$ cat src/rtl/seven_segment_capture.sv
// seven_segment_capture: receive side of a 4-digit multiplexed seven-segment
// display. Registers the active-low segment/anode pins, waits for a scan slot
// to settle, decodes the glyph back to hex and tracks validity, frames,
// illegal glyphs, anode conflicts and staleness.
// Optional anode duty estimate: define SEVEN_SEG_CAPTURE_BRIGHTNESS_EN.
module seven_segment_capture #(
    parameter int STABLE_CYCLES  = 4,
    parameter int TIMEOUT_CYCLES = 100000
) (
    input  logic       clk,
    input  logic       reset,
    input  logic       CA,
    input  logic       CB,
    input  logic       CC,
    input  logic       CD,
    input  logic       CE,
    input  logic       CF,
    input  logic       CG,
    input  logic       DP,
    input  logic       AN1,
    input  logic       AN2,
    input  logic       AN3,
    input  logic       AN4,
    output logic [3:0] sec_dig1,
    output logic [3:0] sec_dig2,
    output logic [3:0] min_dig1,
    output logic [3:0] min_dig2,
    output logic [3:0] decimal_point,
    output logic [3:0] digit_valid,
    output logic       frame_done,
    output logic       seg_err,
    output logic       anode_conflict,
    output logic       timeout,
    output logic [7:0] brightness
);
    localparam int TW = $clog2(TIMEOUT_CYCLES + 1);
    localparam logic [TW-1:0] TMO_MAX = TW'(TIMEOUT_CYCLES);
    // Counter value on the cycle before it would reach STABLE_CYCLES-1.
    localparam logic [7:0] CAPTURE_AT = 8'(STABLE_CYCLES - 2);

    typedef enum logic [1:0] {IDLE, TRACK, HOLD, CONFLICT} state_t;

    // Pins converted to active-high: seg bit 6 = a ... bit 0 = g; an bit i = AN(i+1).
    logic [6:0]  seg_q, seg_d;
    logic        dp_q, dp_d;
    logic [3:0]  an_q, an_d;
    logic [11:0] pat_prev_q, pat_prev_d;
    logic [7:0]  stab_q, stab_d;
    state_t      state_q, state_d;
    logic [3:0]  dp_pt_q, dp_pt_d;
    logic [3:0]  valid_q, valid_d;
    logic [3:0]  seen_q, seen_d;
    logic        frame_q, frame_d;
    logic        err_q, err_d;
    logic        conflict_q, conflict_d;
    logic [TW-1:0] tmo_cnt_q, tmo_cnt_d;
    logic        timeout_q, timeout_d;

    logic [2:0]  an_count;
    logic        one_hot;
    logic        pat_same;
    logic        capture;
    logic        glyph_legal;
    logic        glyph_blank;
    logic [3:0]  glyph_val;

    // Input stage: invert to active-high and remember the previous sample.
    always_comb begin
        seg_d      = ~{CA, CB, CC, CD, CE, CF, CG};
        dp_d       = ~DP;
        an_d       = ~{AN4, AN3, AN2, AN1};
        pat_prev_d = {seg_q, dp_q, an_q};
    end

    // Input and previous-sample registers.
    always_ff @(posedge clk) begin
        if (reset) begin
            seg_q      <= '0;
            dp_q       <= 1'b0;
            an_q       <= '0;
            pat_prev_q <= '0;
        end else begin
            seg_q      <= seg_d;
            dp_q       <= dp_d;
            an_q       <= an_d;
            pat_prev_q <= pat_prev_d;
        end
    end

    // Anode count, stability filter and capture strobe.
    always_comb begin
        an_count = {2'b00, an_q[0]} + {2'b00, an_q[1]} + {2'b00, an_q[2]} + {2'b00, an_q[3]};
        one_hot  = (an_count == 3'd1);
        pat_same = ({seg_q, dp_q, an_q} == pat_prev_q);
        stab_d   = 8'd0;
        if (one_hot && pat_same)
            stab_d = (stab_q == 8'hFF) ? stab_q : stab_q + 8'd1;
        capture  = (state_q == TRACK) && one_hot && pat_same && (stab_q == CAPTURE_AT);
    end

    // Next state chosen each cycle from the anode count; HOLD blocks re-capture.
    always_comb begin
        state_d = TRACK;
        if (an_count > 3'd1)
            state_d = CONFLICT;
        else if (an_count == 3'd0)
            state_d = IDLE;
        else if ((state_q == HOLD) && pat_same)
            state_d = HOLD;
        else if (capture)
            state_d = HOLD;
    end

    // Glyph decoder: legal hex glyphs, blank, or illegal.
    always_comb begin
        glyph_legal = 1'b1;
        glyph_blank = 1'b0;
        glyph_val   = 4'h0;
        case (seg_q)
            7'h7E: glyph_val = 4'h0;
            7'h30: glyph_val = 4'h1;
            7'h6D: glyph_val = 4'h2;
            7'h79: glyph_val = 4'h3;
            7'h33: glyph_val = 4'h4;
            7'h5B: glyph_val = 4'h5;
            7'h5F: glyph_val = 4'h6;
            7'h70: glyph_val = 4'h7;
            7'h7F: glyph_val = 4'h8;
            7'h7B: glyph_val = 4'h9;
            7'h77: glyph_val = 4'hA;
            7'h1F: glyph_val = 4'hB;
            7'h4E: glyph_val = 4'hC;
            7'h3D: glyph_val = 4'hD;
            7'h4F: glyph_val = 4'hE;
            7'h47: glyph_val = 4'hF;
            7'h00: begin
                glyph_legal = 1'b0;
                glyph_blank = 1'b1;
            end
            default: glyph_legal = 1'b0;
        endcase
    end

    // One value register per digit, written only on a legal capture of its anode.
    genvar gi;
    generate
        for (gi = 0; gi < 4; gi++) begin : g_digit
            logic [3:0] digit_q, digit_d;

            // Load the decoded value when this digit's slot is captured.
            always_comb begin
                digit_d = digit_q;
                if (capture && an_q[gi] && glyph_legal)
                    digit_d = glyph_val;
            end

            // Digit value register.
            always_ff @(posedge clk) begin
                if (reset)
                    digit_q <= 4'h0;
                else
                    digit_q <= digit_d;
            end
        end
    endgenerate

    // Status: valid/seen masks, pulses, conflict flag and staleness timer.
    always_comb begin
        dp_pt_d    = dp_pt_q;
        valid_d    = valid_q;
        seen_d     = seen_q;
        frame_d    = 1'b0;
        err_d      = 1'b0;
        conflict_d = conflict_q | (an_count > 3'd1);
        tmo_cnt_d  = (tmo_cnt_q == TMO_MAX) ? tmo_cnt_q : tmo_cnt_q + TW'(1);
        timeout_d  = 1'b0;
        if (capture) begin
            // A capture always wins over an expiring timer.
            tmo_cnt_d = '0;
            if (glyph_legal) begin
                dp_pt_d = (dp_pt_q & ~an_q) | (an_q & {4{dp_q}});
                valid_d = valid_q | an_q;
                seen_d  = seen_q | an_q;
            end else if (glyph_blank) begin
                valid_d = valid_q & ~an_q;
                seen_d  = seen_q | an_q;
            end else begin
                err_d = 1'b1;
            end
            if (seen_d == 4'hF) begin
                frame_d = 1'b1;
                seen_d  = 4'h0;
            end
        end else if (tmo_cnt_d == TMO_MAX) begin
            valid_d   = 4'h0;
            seen_d    = 4'h0;
            timeout_d = 1'b1;
        end
    end

    // FSM, filter and status registers.
    always_ff @(posedge clk) begin
        if (reset) begin
            state_q    <= IDLE;
            stab_q     <= '0;
            dp_pt_q    <= '0;
            valid_q    <= '0;
            seen_q     <= '0;
            frame_q    <= 1'b0;
            err_q      <= 1'b0;
            conflict_q <= 1'b0;
            tmo_cnt_q  <= '0;
            timeout_q  <= 1'b0;
        end else begin
            state_q    <= state_d;
            stab_q     <= stab_d;
            dp_pt_q    <= dp_pt_d;
            valid_q    <= valid_d;
            seen_q     <= seen_d;
            frame_q    <= frame_d;
            err_q      <= err_d;
            conflict_q <= conflict_d;
            tmo_cnt_q  <= tmo_cnt_d;
            timeout_q  <= timeout_d;
        end
    end

`ifdef SEVEN_SEG_CAPTURE_BRIGHTNESS_EN
    logic [7:0] win_q, win_d;
    logic [8:0] on_q, on_d;
    logic [8:0] on_sum;
    logic [7:0] bright_q, bright_d;

    // Count anode-on cycles per 256-cycle window and publish at window end.
    always_comb begin
        win_d    = win_q + 8'd1;
        on_sum   = on_q + {8'd0, (an_count != 3'd0)};
        on_d     = on_sum;
        bright_d = bright_q;
        if (win_q == 8'hFF) begin
            bright_d = (on_sum > 9'd255) ? 8'hFF : on_sum[7:0];
            on_d     = 9'd0;
        end
    end

    // Brightness window registers.
    always_ff @(posedge clk) begin
        if (reset) begin
            win_q    <= '0;
            on_q     <= '0;
            bright_q <= '0;
        end else begin
            win_q    <= win_d;
            on_q     <= on_d;
            bright_q <= bright_d;
        end
    end

    assign brightness = bright_q;
`else
    assign brightness = 8'd0;
`endif

    assign sec_dig1       = g_digit[0].digit_q;
    assign sec_dig2       = g_digit[1].digit_q;
    assign min_dig1       = g_digit[2].digit_q;
    assign min_dig2       = g_digit[3].digit_q;
    assign decimal_point  = dp_pt_q;
    assign digit_valid    = valid_q;
    assign frame_done     = frame_q;
    assign seg_err        = err_q;
    assign anode_conflict = conflict_q;
    assign timeout        = timeout_q;
endmodule

$ cat config.mk
export PLATFORM = sky130hd
export DESIGN_NAME = seven_segment_capture
export DESIGN_NICKNAME = d
export VERILOG_FILES = /design/src/rtl/seven_segment_capture.sv
export SDC_FILE = /design/constraint.sdc
export NUM_CORES = 1
export LEC_CHECK = 0
export CAP_MARGIN = 10
export CORE_MARGIN = 10
export CORE_UTILIZATION = 49
export CTS_CLUSTER_DIAMETER = 150
export DETAILED_ROUTE_END_ITERATION = 7
export HOLD_SLACK_MARGIN = 0.06
export PLACE_DENSITY = 0.75
export SYNTH_ARGS = -nofsm -noshare
export SYNTH_HDL_FRONTEND = slang
export SYNTH_SLANG_ARGS = --single-unit
$ cat constraint.sdc
create_clock -name clk -period 3.4 [get_ports clk]
set_input_delay 0.34 -clock clk [delete_from_list [all_inputs] [get_ports clk]]
set_output_delay 0.34 -clock clk [all_outputs]
set_load 0.02 [all_outputs]
* Word level (Yosys, flattened, before mapping)
Cells that the tools add are included. W data, S select, Z words.
Operators by class: multiplexer cells 20, add/sub/neg operators 5, reductions and logical operators 23, eq/ne operators 26, bitwise logic cells 13, $lt $le $gt $ge 1
Operators with widths (number):
- $eq A7 B7 Y1 const B | 12
- $pmux W4 S15 | 1
- $mux W4 | 9
- $eq A17 B17 Y1 const B | 2
- $eq A7 B6 Y1 const B | 3
- $add A17 B1 Y17 const B | 1
- $mux W17 | 1
- $reduce_or A16 Y1 | 1
- $logic_and A1 B1 Y1 | 13
- $and A4 B4 Y4 | 3
- $eq A12 B12 Y1 | 1
- $or A4 B4 Y4 | 3
- $add A8 B1 Y8 const B | 1
- $eq A8 B2 Y1 const B | 1
- $eq A8 B8 Y1 const B | 1
- $mux W2 | 4
- $not A4 Y4 | 2
- $eq A7 B5 Y1 const B | 1
- $logic_not A7 Y1 | 1
- $not A7 Y7 | 1
- $reduce_or A2 Y1 | 3
- $mux W1 | 5
- $eq A4 B4 Y1 const B | 1
- $reduce_and A2 Y1 | 2
- other kinds (13) | 15
Word-level totals: input bits 14, bits in registers 83, output and inout port bits 36

* Depth between registers and ports, before layout
Gate-level depths: netlist of the first run.
depth after elaboration 11, mapped depth 14

* Worst setup path after synthesis of the first run
Ideal clock, no wire load.
kind register to register, from reg an_q[1], to reg timeout_q, in the netlist timeout, path buffers 3, stages on the path, launching flop included 15, data required time 3272 ps, setup time 128 ps, clock period less this slack 3162 ps, setup slack 238 ps, data arrival time 3034 ps, path through dfxtp_1 -> clkbuf_1 -> inv_1 -> fa_1 -> inv_1 -> ha_1 -> inv_1 -> ha_1 -> nor3b_1 -> nand4b_1 -> or4_1 -> nand2b_1 -> clkbuf_1 -> clkbuf_1 -> nor2_1
Between the ends: word-level cells in the longest chain between the ends 8, elaborated cells on any way between the ends 9, those cells by class add/sub (3); eq/ne (2); reduce/logical (4)
Ends and longest elaborated chain:
- from (decl) | line 46 | logic [3:0] an_q, an_d;
- from (signal assigned) | line 85 | an_q <= an_d;
- $add A1 B1 Y2 | line 92 | an_count = {2'b00, an_q[0]} + {2'b00, an_q[1]} + {2'b00, an_q[2]} + {2'b00, an_q[3]};
- $add A2 B1 Y3 | line 92
- $add A3 B1 Y3 | line 92
- $eq A3 B1 Y1 | line 93 | one_hot = (an_count == 3'd1);
- $logic_and A1 B1 Y1 | line 98 | capture = (state_q == TRACK) && one_hot && pat_same && (stab_q == CAPTURE_AT);
- $logic_and A1 B1 Y1 * (2 in series) | line 98
- $reduce_or A2 Y1 (no source line) *
- to (signal assigned) | line 224 | timeout_q <= timeout_d;
- to (decl) | line 57 | logic timeout_q, timeout_d;
Mark *: on every way between the ends. The rest lies on a longest branch, timed or not. A chain may end at the register's enable or synchronous reset.

* Worst setup path after layout of the first run
from reg an_q[3], to reg valid_q[3], in the netlist digit_valid[3]
Between the ends: word-level cells in the longest chain between the ends 7, elaborated cells on any way between the ends 15, those cells by class add/sub (1); eq/ne (3); mux (3); bitwise (3); reduce/logical (5)
Ends and longest elaborated chain:
- $add A3 B1 Y3 | line 92
- $eq A3 B1 Y1 | line 93
- $logic_and A1 B1 Y1 (3 in series) | line 98
- $ne A3 B1 Y1 (no source line) or $reduce_bool A2 Y1 (tied branches)
- $reduce_and A2 Y1 (no source line)
- to (signal assigned) | line 218 | valid_q <= valid_d;
- to (decl) | line 51 | logic [3:0] valid_q, valid_d;
Several ways; a longest one is shown, not always the timed one. The select of a mux whose other input is x is not followed.

==> results of run 1 <==
## layer usage
metal,track usage,vias up,routed length [µm]
li1,-,1672,-
met1,0.1637,1612,3879
met2,0.2539,66,4496
met3,0.06006,14,608
met4,0.04080,0,147
met5,0,-,0
## worst max-delay path: stages, from the launching register on
cell and delay (ns):
dfxtp_1 0.43, inv_1 0.12, fa_1 0.50, inv_1 0.05, ha_1 0.19, inv_1 0.06
ha_1 0.24, nor3b_2 0.25, nand4b_1 0.15, or4_1 0.48, a41oi_2 0.28, nand2_1 0.12
nand4b_1 0.10, o21ai_1 0.07
## per-stage QoR
| step | std cells | hold slack [ns] | power (µW) | setup WS (ns) |
|---|---|---|---|---|
| after global routing | 603 | 0.4800 | 1982 | 0.004438 |
| after CTS | 603 | 0.4599 | 1911 | 0.1793 |
| after detailed placement | 587 | 0.4437 | 1180 | 0.1860 |
| final | 603 | 0.4563 | 1897 | 0.2363 |
| after global placement | 587 | 0.4416 | 1176 | 0.3040 |
| after floorplan | 471 | 0.4067 | 1144 | 0.2384 |
## flip-flops by register name, indices dropped and copies added, names as in the netlist, named ones only
register        count
tmo_cnt_q          17
pat_prev_q         12
stab_q              8
seg_q               7
an_q                4
digit_valid         4
min_dig1            4
min_dig2            4
sec_dig1            4
sec_dig2            4
seen_q              4
state_q             2
anode_conflict      1
dp_q                1
frame_done          1
seg_err             1
timeout             1
## power by group through the flow
stage | Sequential (µW) | Combinational, µW | Clock [µW]
5_1_grt | 1030 | 156 | 800
3_5_place_dp | 1040 | 137 | 0
3_3_place_gp | 1040 | 134 | 0
2_1_floorplan | 1030 | 116 | 0
4_1_cts | 1020 | 138 | 752
6_report | 1020 | 139 | 737
## final cells by class
class / instances / area [µm²] / area share
Timing Repair Buffer: 46 / 442.9 / 0.09480
Clock buffer: 9 / 123.9 / 0.02651
Multi-Input combinational cell: 334 / 2157 / 0.4617
Tap cell: 105 / 131.4 / 0.02812
Sequential cell: 83 / 1662 / 0.3557
Inverter: 19 / 71.32 / 0.01527
Clock inverter: 7 / 83.83 / 0.01794
## cells by family after synthesis
kind of cell,share of synthesized area
AOI/OAI and AO/OA,0.1037
xor gates and xnor gates,0.06957
adders and majority gates,0.02671
buffers and inverters,0.06180
DFF,0.4124
muxes,0.03478
other,0.0009308
and+or+nand+nor,0.2901
## final timing paths
path | start | endpoint | slack (ns) | cells after the start
setup / recovery | an_q[3] | digit_valid[3] | 0.24 | 13
hold / removal | anode_conflict | anode_conflict | 0.46 | 2
setup reg to reg | an_q[3] | digit_valid[3] | 0.24 | 13
hold reg to reg | anode_conflict | anode_conflict | 0.46 | 2
## placed cells by master (no fill, tap or decap), types with 5 or more instances in the layout
cell type,count
dfxtp_1,83
nor2_1,61
clkdlybuf4s50_1,40
xnor2_1,24
nand2_1,22
nand3_1,21
inv_1,19
nor2b_1,14
nor3_1,14
o21ai_1,14
mux2i_1,14
nand3b_1,11
nand4_1,10
nor4_1,9
a21oi_1,9
clkbuf_8,9
xor2_1,8
conb_1,8
nand4b_1,7
o21ai_0,7
ha_1,7
buf_4,5
==> flow_summary_export.csv, run 1 <==
group,metric,value,unit
synthesis,ys_types,61,
cts,clock_latency,0.36,ns
sta,slew_headroom,0.5109,
power,pwr_density_cell,406.0,mW/mm²
cts,cts_buffer_depth,2,
hold_path,min_path_type,"flip-flop to flip-flop",
cts,cts_tree,"done",
sta,rsz0062_at_grt,"no",
cts,cts.clk_slew.worst_paths,0.09,ns
run,drv_cap,0,
final_layout,diodes,0,
power,seqPwrFrac,0.538,
synthesis,synth_edf_count,0,
final_layout,drive_gt1_frac,0.06627,
global_routing,grt_pass1_wl,15700,µm
power,ir_drop,0.0002535,V
power,p_leak,0.001689,µW
placed_design,portBuffers,41,
power,p_sw_frac,0.2572,
cts,root_buffer,"clkbuf_8",
synthesis,synth_common_cells,"dfxtp_1, nor2_1, xnor2_1",
synthesis,syn_inst,464,
cts,holdBufCountCts,0,
sta,worstMarginPinSlew,0.7336,ns
synthesis,ys_seq_area_frac,0.4124,
sta,drv_slew,0,
cts,cts_sinks,83,
sta,hold_viol_final,0,
synthesis,synth_area_leaders,"dfxtp_1, nor2_1, xnor2_1, mux2i_1, nand3_1",
final_layout,final_nets,515,
power,p_sw,487.9,µW
setup_path,path_max_fanout,5,
synthesis,synthFlopType,"dfxtp_1",
setup_path,crit_path_end_kind,"flip-flop",
setup_path,critPathKind,"flip-flop to flip-flop",
drt,drc,0,
drt,wl,9132,µm
sta,setup_violations,0,
setup_path,worstPathArrival,3.38,ns
placed_design,placed_area,0.004452,mm²
drt,drt-initial-drc-count,176,
drt,wl_per_cell,15.14,µm
setup_path,cp.required,3.62,ns
cts,numCtsBuffers,9,
floorplanning,die_y,110.7,µm
global_routing,grt_pass1_vias,3318,
drt,first_pass_iters,4,
final_layout,fillers,739,
floorplanning,die-area,0.01225,mm²
synthesis,async_flop_share,0,
synthesis,ys_warn_count,0,
status,outcome,"completed",
placed_design,place_congestion,0.8845,
synthesis,synth.most_common_cell,"dfxtp_1",
cts,post_cts_resized,0,
floorplanning,die_w,110.7,µm
sta,post-route-period-util,0.9305,
sta,setup-tns-final,0,ns
cts,post_cts_buffers,0,
power,p_int,1409,µW
setup_path,startpoint_type,"flip-flop",
final_layout,areaGrowthSynthToFinish,15.96,%
power,clockPowerShare,0.388,
final_layout,design_area,0.004672,mm²
placed_design,post-dp-hpwl,6610,µm
sta,fin_worst_skew,0.01048,ns
global_routing,grt_overflow_total,0,
global_routing,grt_max_degree,46,
synthesis,synth.cell_area,0.004029,mm²
synthesis,yosys.area.top_type,"dfxtp_1",
cts,cts_max_level,3,
drt,postRouteAntennaNets,0,
global_routing,grt_usage,0.1477,
synthesis,ys_ff_latch,83,
global_routing,antenna_found_initial,0,
power,power_frac_comb,0.073,
sta,period_needed,3.164,ns
drt,vias,3364,
sta,max_freq,316.1,MHz
final_layout,final_core_util,0.5773,
floorplanning,rows,33,
floorplanning,io_pins,50,
drt,via_per_inst,5.579,
floorplanning,initial_utilization,0.4978,
floorplanning,placeableCoreArea,0.008093,mm²
synthesis,syn_area_per_cell,8.683,µm²
synthesis,netlist.area_leader.share,0.4124,
Power figures use the tool's default switching activity.
==> inputs of run 2 (changes only) <==
CORE_MARGIN = unset   (was 10)
==> run 2 against run 1 <==
Against the previous run: via count is 0.24% higher; power fell by 3.4%; clock-buffer cell count is 1 higher; die area down 30%; clock skew up 0.0092 ns; first-iteration DRC count decreased by 22%; core utilization up 1.3 points; critical path type unchanged.
==> flow_summary_export.csv, run 2 (synthesized netlist as in run 1, its figures left out) <==
group,metric,value,unit
global_routing,grt_usage,0.2149,
drt,wl_met3,494,µm
setup_path,critPathKind,"flip-flop to flip-flop",
drt,wl_met2,4003,µm
setup_path,path_max_fanout,5,
cts,cts_max_level,3,
sta,slew_headroom,0.3248,
cts,cts.clk_slew.worst_paths,0.10,ns
sta,setup-tns-final,0,ns
cts,holdBufCountCts,0,
setup_path,cp.required,3.63,ns
sta,fin_worst_skew,0.01967,ns
power,clockPowerShare,0.369,
final_layout,areaGrowthSynthToFinish,14.91,%
global_routing,grt_pass1_vias,3145,
final_layout,regMostFlops,"tmo_cnt_q",
cts,root_buffer,"clkbuf_8",
sta,worst_slack,0.2377,ns
power,pwr_density_cell,395.9,mW/mm²
cts,post_cts_buffers,0,
global_routing,grt_max_degree,63,
sta,post-route-period-util,0.9301,
sta,period_needed,3.162,ns
floorplanning,die_y,92.68,µm
drt,wl_per_cell,14.34,µm
cts,cts_tree,"done",
final_layout,fillers,702,
sta,max_freq,316.2,MHz
global_routing,antenna_found_initial,0,
status,outcome,"completed",
hold_path,min_path_type,"flip-flop to flip-flop",
final_layout,drive_gt1_frac,0.06250,
drt,wl,8576,µm
drt,drc,0,
drt,m1WireLength,3893,µm
setup_path,crit_path_end_kind,"flip-flop",
power,p_sw,494.5,µW
sta,setup_violations,0,
cts,numCtsBuffers,9,
placed_design,place_congestion,0.9181,
power,p_sw_frac,0.2698,
sta,hold_viol_final,0,
final_layout,multi_input_area,0.002157,mm²
floorplanning,io_pins,50,
drt,via_per_inst,5.639,
setup_path,worstPathArrival,3.39,ns
sta,drv_slew,0,
final_layout,layout_commonest_cell,"dfxtp_1",
final_layout,regArea,0.001663,mm²
power,p_int,1338,µW
power,ir_drop,0.0002576,V
final_layout,top_regs,"tmo_cnt_q x17, pat_prev_q x12, stab_q x8",
drt,postRouteAntennaNets,0,
cts,cts_buffer_depth,2,
placed_design,portBuffers,41,
power,seqPwrFrac,0.558,
cts,cts_sinks,83,
placed_design,post-dp-hpwl,6030,µm
floorplanning,initial_utilization,0.5134,
global_routing,grt_overflow_total,0,
drt,drt-initial-drc-count,138,
cts,clock_latency,0.37,ns
floorplanning,die-area,0.008589,mm²
final_layout,diodes,0,
run,drv_cap,0,
power,p_leak,0.001671,µW
final_layout,final_nets,513,
final_layout,mostFrequentLayoutCells,"dfxtp_1, nor2_1, clkdlybuf4s50_1",
floorplanning,placeableCoreArea,0.007848,mm²
final_layout,largest_register_ff_count,17,
global_routing,grt_pass1_wl,14560,µm
drt,top_layer,"met4",
placed_design,post-place-ws,0.02596,ns
setup_path,startpoint_type,"flip-flop",
drt,first_pass_iters,4,
floorplanning,die_w,92.68,µm
floorplanning,rows,32,
power,power_frac_comb,0.074,
drt,vias,3372,
sta,worstMarginPinSlew,1.013,ns
run 2: layer usage:
layer | vias up | global-route usage
met5 | - | 0
li1 | 1660 | -
met1 | 1584 | 0.2632
met2 | 108 | 0.3451
met3 | 20 | 0.06240
met4 | 0 | 0.1051
run 2: layout make-up:
| class | instances | area share |
|---|---|---|
| clock buffers | 10 | 0.02757 |
| clock inverters | 6 | 0.01189 |
| inverters | 19 | 0.01541 |
| multi-input cells | 334 | 0.4659 |
| flip-flops and latches | 83 | 0.3592 |
| well taps | 102 | 0.02757 |
| repair buffers | 44 | 0.09243 |
run 2: worst paths after layout:
check / cells after the start / slack, ns / end / from
hold / removal: 2 / 0.46 / anode_conflict / anode_conflict
hold reg to reg: 2 / 0.46 / anode_conflict / anode_conflict
setup / recovery: 13 / 0.24 / digit_valid[3] / an_q[3]
setup reg to reg: 13 / 0.24 / digit_valid[3] / an_q[3]
run 2: worst max-delay path, stage by stage, from the launching register on:
cell      delay (ns)
dfxtp_1         0.43
inv_1           0.11
fa_1            0.49
inv_1           0.04
ha_1            0.18
inv_1           0.07
ha_1            0.26
nor3b_2         0.24
nand4b_1        0.15
or4_1           0.48
a41oi_2         0.28
nand2_1         0.10
nand4b_1        0.10
o21ai_1         0.07
run 2: what timing repair did:
item,in CTS,in global routing
resized for setup,0,3
endpoints found under the hold margin,0,0
setup endpoints to repair,0,8
run 2: power by group through the flow:
stage / sequential (µW) / clock, µW / combinational [µW]
2_1_floorplan: 1030 / 0 / 116
3_3_place_gp: 1040 / 0 / 131
3_5_place_dp: 1040 / 0 / 133
4_1_cts: 1020 / 695 / 134
5_1_grt: 1030 / 736 / 150
6_report: 1020 / 676 / 135
run 2: through the flow:
| stage | utilization | total power [µW] | std cells | instance area, µm² | hold slack [ns] |
|---|---|---|---|---|---|
| after floorplan | - | 1144 | 471 | 4055 | 0.4067 |
| after global routing | 0.5899 | 1913 | 598 | 4629 | 0.4582 |
| final | 0.5899 | 1833 | 598 | 4629 | 0.4631 |
| after CTS | 0.5882 | 1851 | 598 | 4616 | 0.4535 |
| after global placement | 0.5649 | 1174 | 582 | 4433 | 0.4393 |
| after detailed placement | 0.5649 | 1178 | 582 | 4433 | 0.4609 |
==> inputs of run 3 (changes only) <==
CORE_MARGIN = 1.5   (was unset)
==> run 3 against run 2 <==
Against the previous run: sequential share of layout area hardly changed; clock-buffer cell count fell by 1; worst setup slack better by 0.015 ns.
==> flow_summary_export.csv, run 3 (synthesized netlist as in run 1, its figures left out) <==
group,metric,value,unit
power,p_int,1342,µW
power,p_sw_frac,0.2753,
final_layout,largest_register_ff_count,17,
floorplanning,initial_utilization,0.5134,
hold_path,whs_path_depth,2,
setup_path,cp_num_buf_inv,3,
sta,drv_slew,0,
drt,vias,3362,
drt,wl_per_cell,14.60,µm
final_layout,diodes,0,
floorplanning,placeableCoreArea,0.007848,mm²
final_layout,drive_gt1_frac,0.06653,
power,power,1852,µW
floorplanning,die_w,93.68,µm
sta,slew_headroom,0.3364,
cts,cts_tree,"done",
drt,first_pass_iters,5,
setup_path,r2r_slack,0.25,ns
cts,cts_max_level,3,
placed_design,place_congestion,0.8586,
power,ir_drop,0.0002620,V
sta,rsz0062_at_grt,"no",
setup_path,reg2reg_from,"an_q[0]",
setup_path,critPathKind,"flip-flop to flip-flop",
cts,cts.clk_slew.worst_paths,0.09,ns
setup_path,crit_path_end_kind,"flip-flop",
power,p_leak,0.001672,µW
sta,setup_violations,0,
setup_path,reg2reg_to,"digit_valid[3]",
global_routing,grt_max_degree,63,
setup_path,cp_cell_sequence,"inv_1 > fa_1 > inv_1 > ha_1 > inv_1 > ha_1 > nor3b_2 > nand4b_1 > or4_1 > a41oi_2 > nand2_1 > nand4b_1 > o21ai_1",
sta,fin_worst_skew,0.007611,ns
global_routing,grt_overflow_total,0,
sta,hold_viol_final,0,
floorplanning,io_pins,50,
cts,numCtsBuffers,9,
setup_path,cp_common_cell,"inv_1",
setup_path,startpoint_type,"flip-flop",
global_routing,grt_usage,0.2122,
cts,cts_sinks,83,
drt,wl,8728,µm
setup_path,cp_top_family,"simple AND/OR/NAND/NOR gates",
global_routing,antenna_found_initial,0,
power,power_frac_comb,0.073,
floorplanning,die_y,93.68,µm
floorplanning,rows,32,
global_routing,grt_pass1_wl,14770,µm
hold_path,min_path_type,"flip-flop to flip-flop",
sta,period_needed,3.147,ns
power,clockPowerShare,0.375,
final_layout,final_nets,513,
final_layout,final_core_util,0.5909,
setup_path,crit_slowest_cell,"fa_1",
drt,drt-initial-drc-count,142,
final_layout,regMostFlops,"tmo_cnt_q",
final_layout,layout_commonest_cell,"dfxtp_1",
drt,postRouteAntennaNets,0,
final_layout,top_regs,"tmo_cnt_q x17, pat_prev_q x12, stab_q x8",
setup_path,worstPathArrival,3.36,ns
setup_path,crit_path_max_incr_delay,0.54,ns
hold_path,whs_endpoint,"anode_conflict",
placed_design,post-dp-hpwl,6213,µm
run,drv_cap,0,
sta,worstMarginPinSlew,0.9954,ns
sta,setup-tns-final,0,ns
status,outcome,"completed",
drt,via_per_inst,5.622,
power,p_sw,509.7,µW
floorplanning,die-area,0.008775,mm²
final_layout,mostFrequentLayoutCells,"dfxtp_1, nor2_1, clkdlybuf4s50_1",
sta,post-route-period-util,0.9257,
cts,clock_latency,0.36,ns
cts,root_buffer,"clkbuf_8",
setup_path,path_max_fanout,5,
final_layout,areaGrowthSynthToFinish,15.09,%
power,seqPwrFrac,0.552,
sta,max_freq,317.7,MHz
setup_path,reg2reg_depth,13,
global_routing,grt_pass1_vias,3213,
placed_design,portBuffers,41,
cts,cts_buffer_depth,2,
drt,drc,0,
setup_path,cp.required,3.61,ns
final_layout,fillers,712,
hold_path,min_from,"anode_conflict",
power,pwr_density_cell,399.3,mW/mm²
[run 3: changes by cell type in the layout (fill, tap and decap cells not counted)]
cell        delta
dfxtp_1        -1
clkinv_4       -1
clkinvlp_4     +1
dfxtp_2        +1
inv_8          +1
clkbuf_1       -1
[run 3: metrics by stage]
step | hold WS, ns | instances | setup WS [ns] | area (µm²)
CTS | 0.4603 | 598 | 0.04997 | 4622
global placement | 0.4398 | 582 | 0.2115 | 4433
detailed placement | 0.4462 | 582 | 0.06937 | 4433
global route | 0.4905 | 598 | 0.01244 | 4637
floorplan | 0.4067 | 471 | 0.2384 | 4055
finish | 0.4600 | 598 | 0.2528 | 4637
[run 3: repair_timing]
item	CTS	global route
gates resized for setup	0	4
setup endpoints to repair	0	8
setup buffers	0	0
hold buffers	0	0
hold endpoints to repair	0	0
[run 3: per-layer routing]
metal	global-route usage	vias to the layer above	part of all wire
li1	-	1667	-
met1	0.2647	1586	0.46
met2	0.3617	92	0.49
met3	0.03803	17	0.040
met4	0.08458	0	0.017
met5	0	-	0
[run 3: worst max-delay path by stage]
stage,startpoint,end,slack (ns),cells past startpoint
3_3_place_gp,an_q[0],digit_valid[0],0.21,13
2_1_floorplan,an_q[1],timeout,0.24,14
4_1_cts,an_q[0],digit_valid[3],0.05,13
6_report,an_q[0],digit_valid[3],0.25,13
3_5_place_dp,an_q[0],digit_valid[3],0.07,13
5_1_grt,an_q[0],digit_valid[3],0.01,13
[run 3: power groups by stage]
stage	logic (µW)	clock network, µW	registers [µW]
6_report	135	694	1020
5_1_grt	151	747	1030
4_1_cts	134	707	1020
3_5_place_dp	134	0	1040
3_3_place_gp	131	0	1040
2_1_floorplan	116	0	1030
[run 3: worst reg2reg max path: cells and delay by family (launching register included)]
kind / cells / cell delay [ns]
compound gates: 2 / 0.37
fa+ha+maj: 3 / 0.99
buf+inv: 3 / 0.20
flops: 1 / 0.38
simple gates: 5 / 1.06
[run 3: final cells by class]
type | instances | area (µm²) | area share
Clock inverter | 7 | 65.06 | 0.01403
Sequential cell | 83 | 1664 | 0.3589
Inverter | 19 | 71.32 | 0.01538
Tap cell | 102 | 127.6 | 0.02752
Multi-Input combinational cell | 334 | 2157 | 0.4652
Timing Repair Buffer | 44 | 427.9 | 0.09228
Clock buffer | 9 | 123.9 | 0.02671
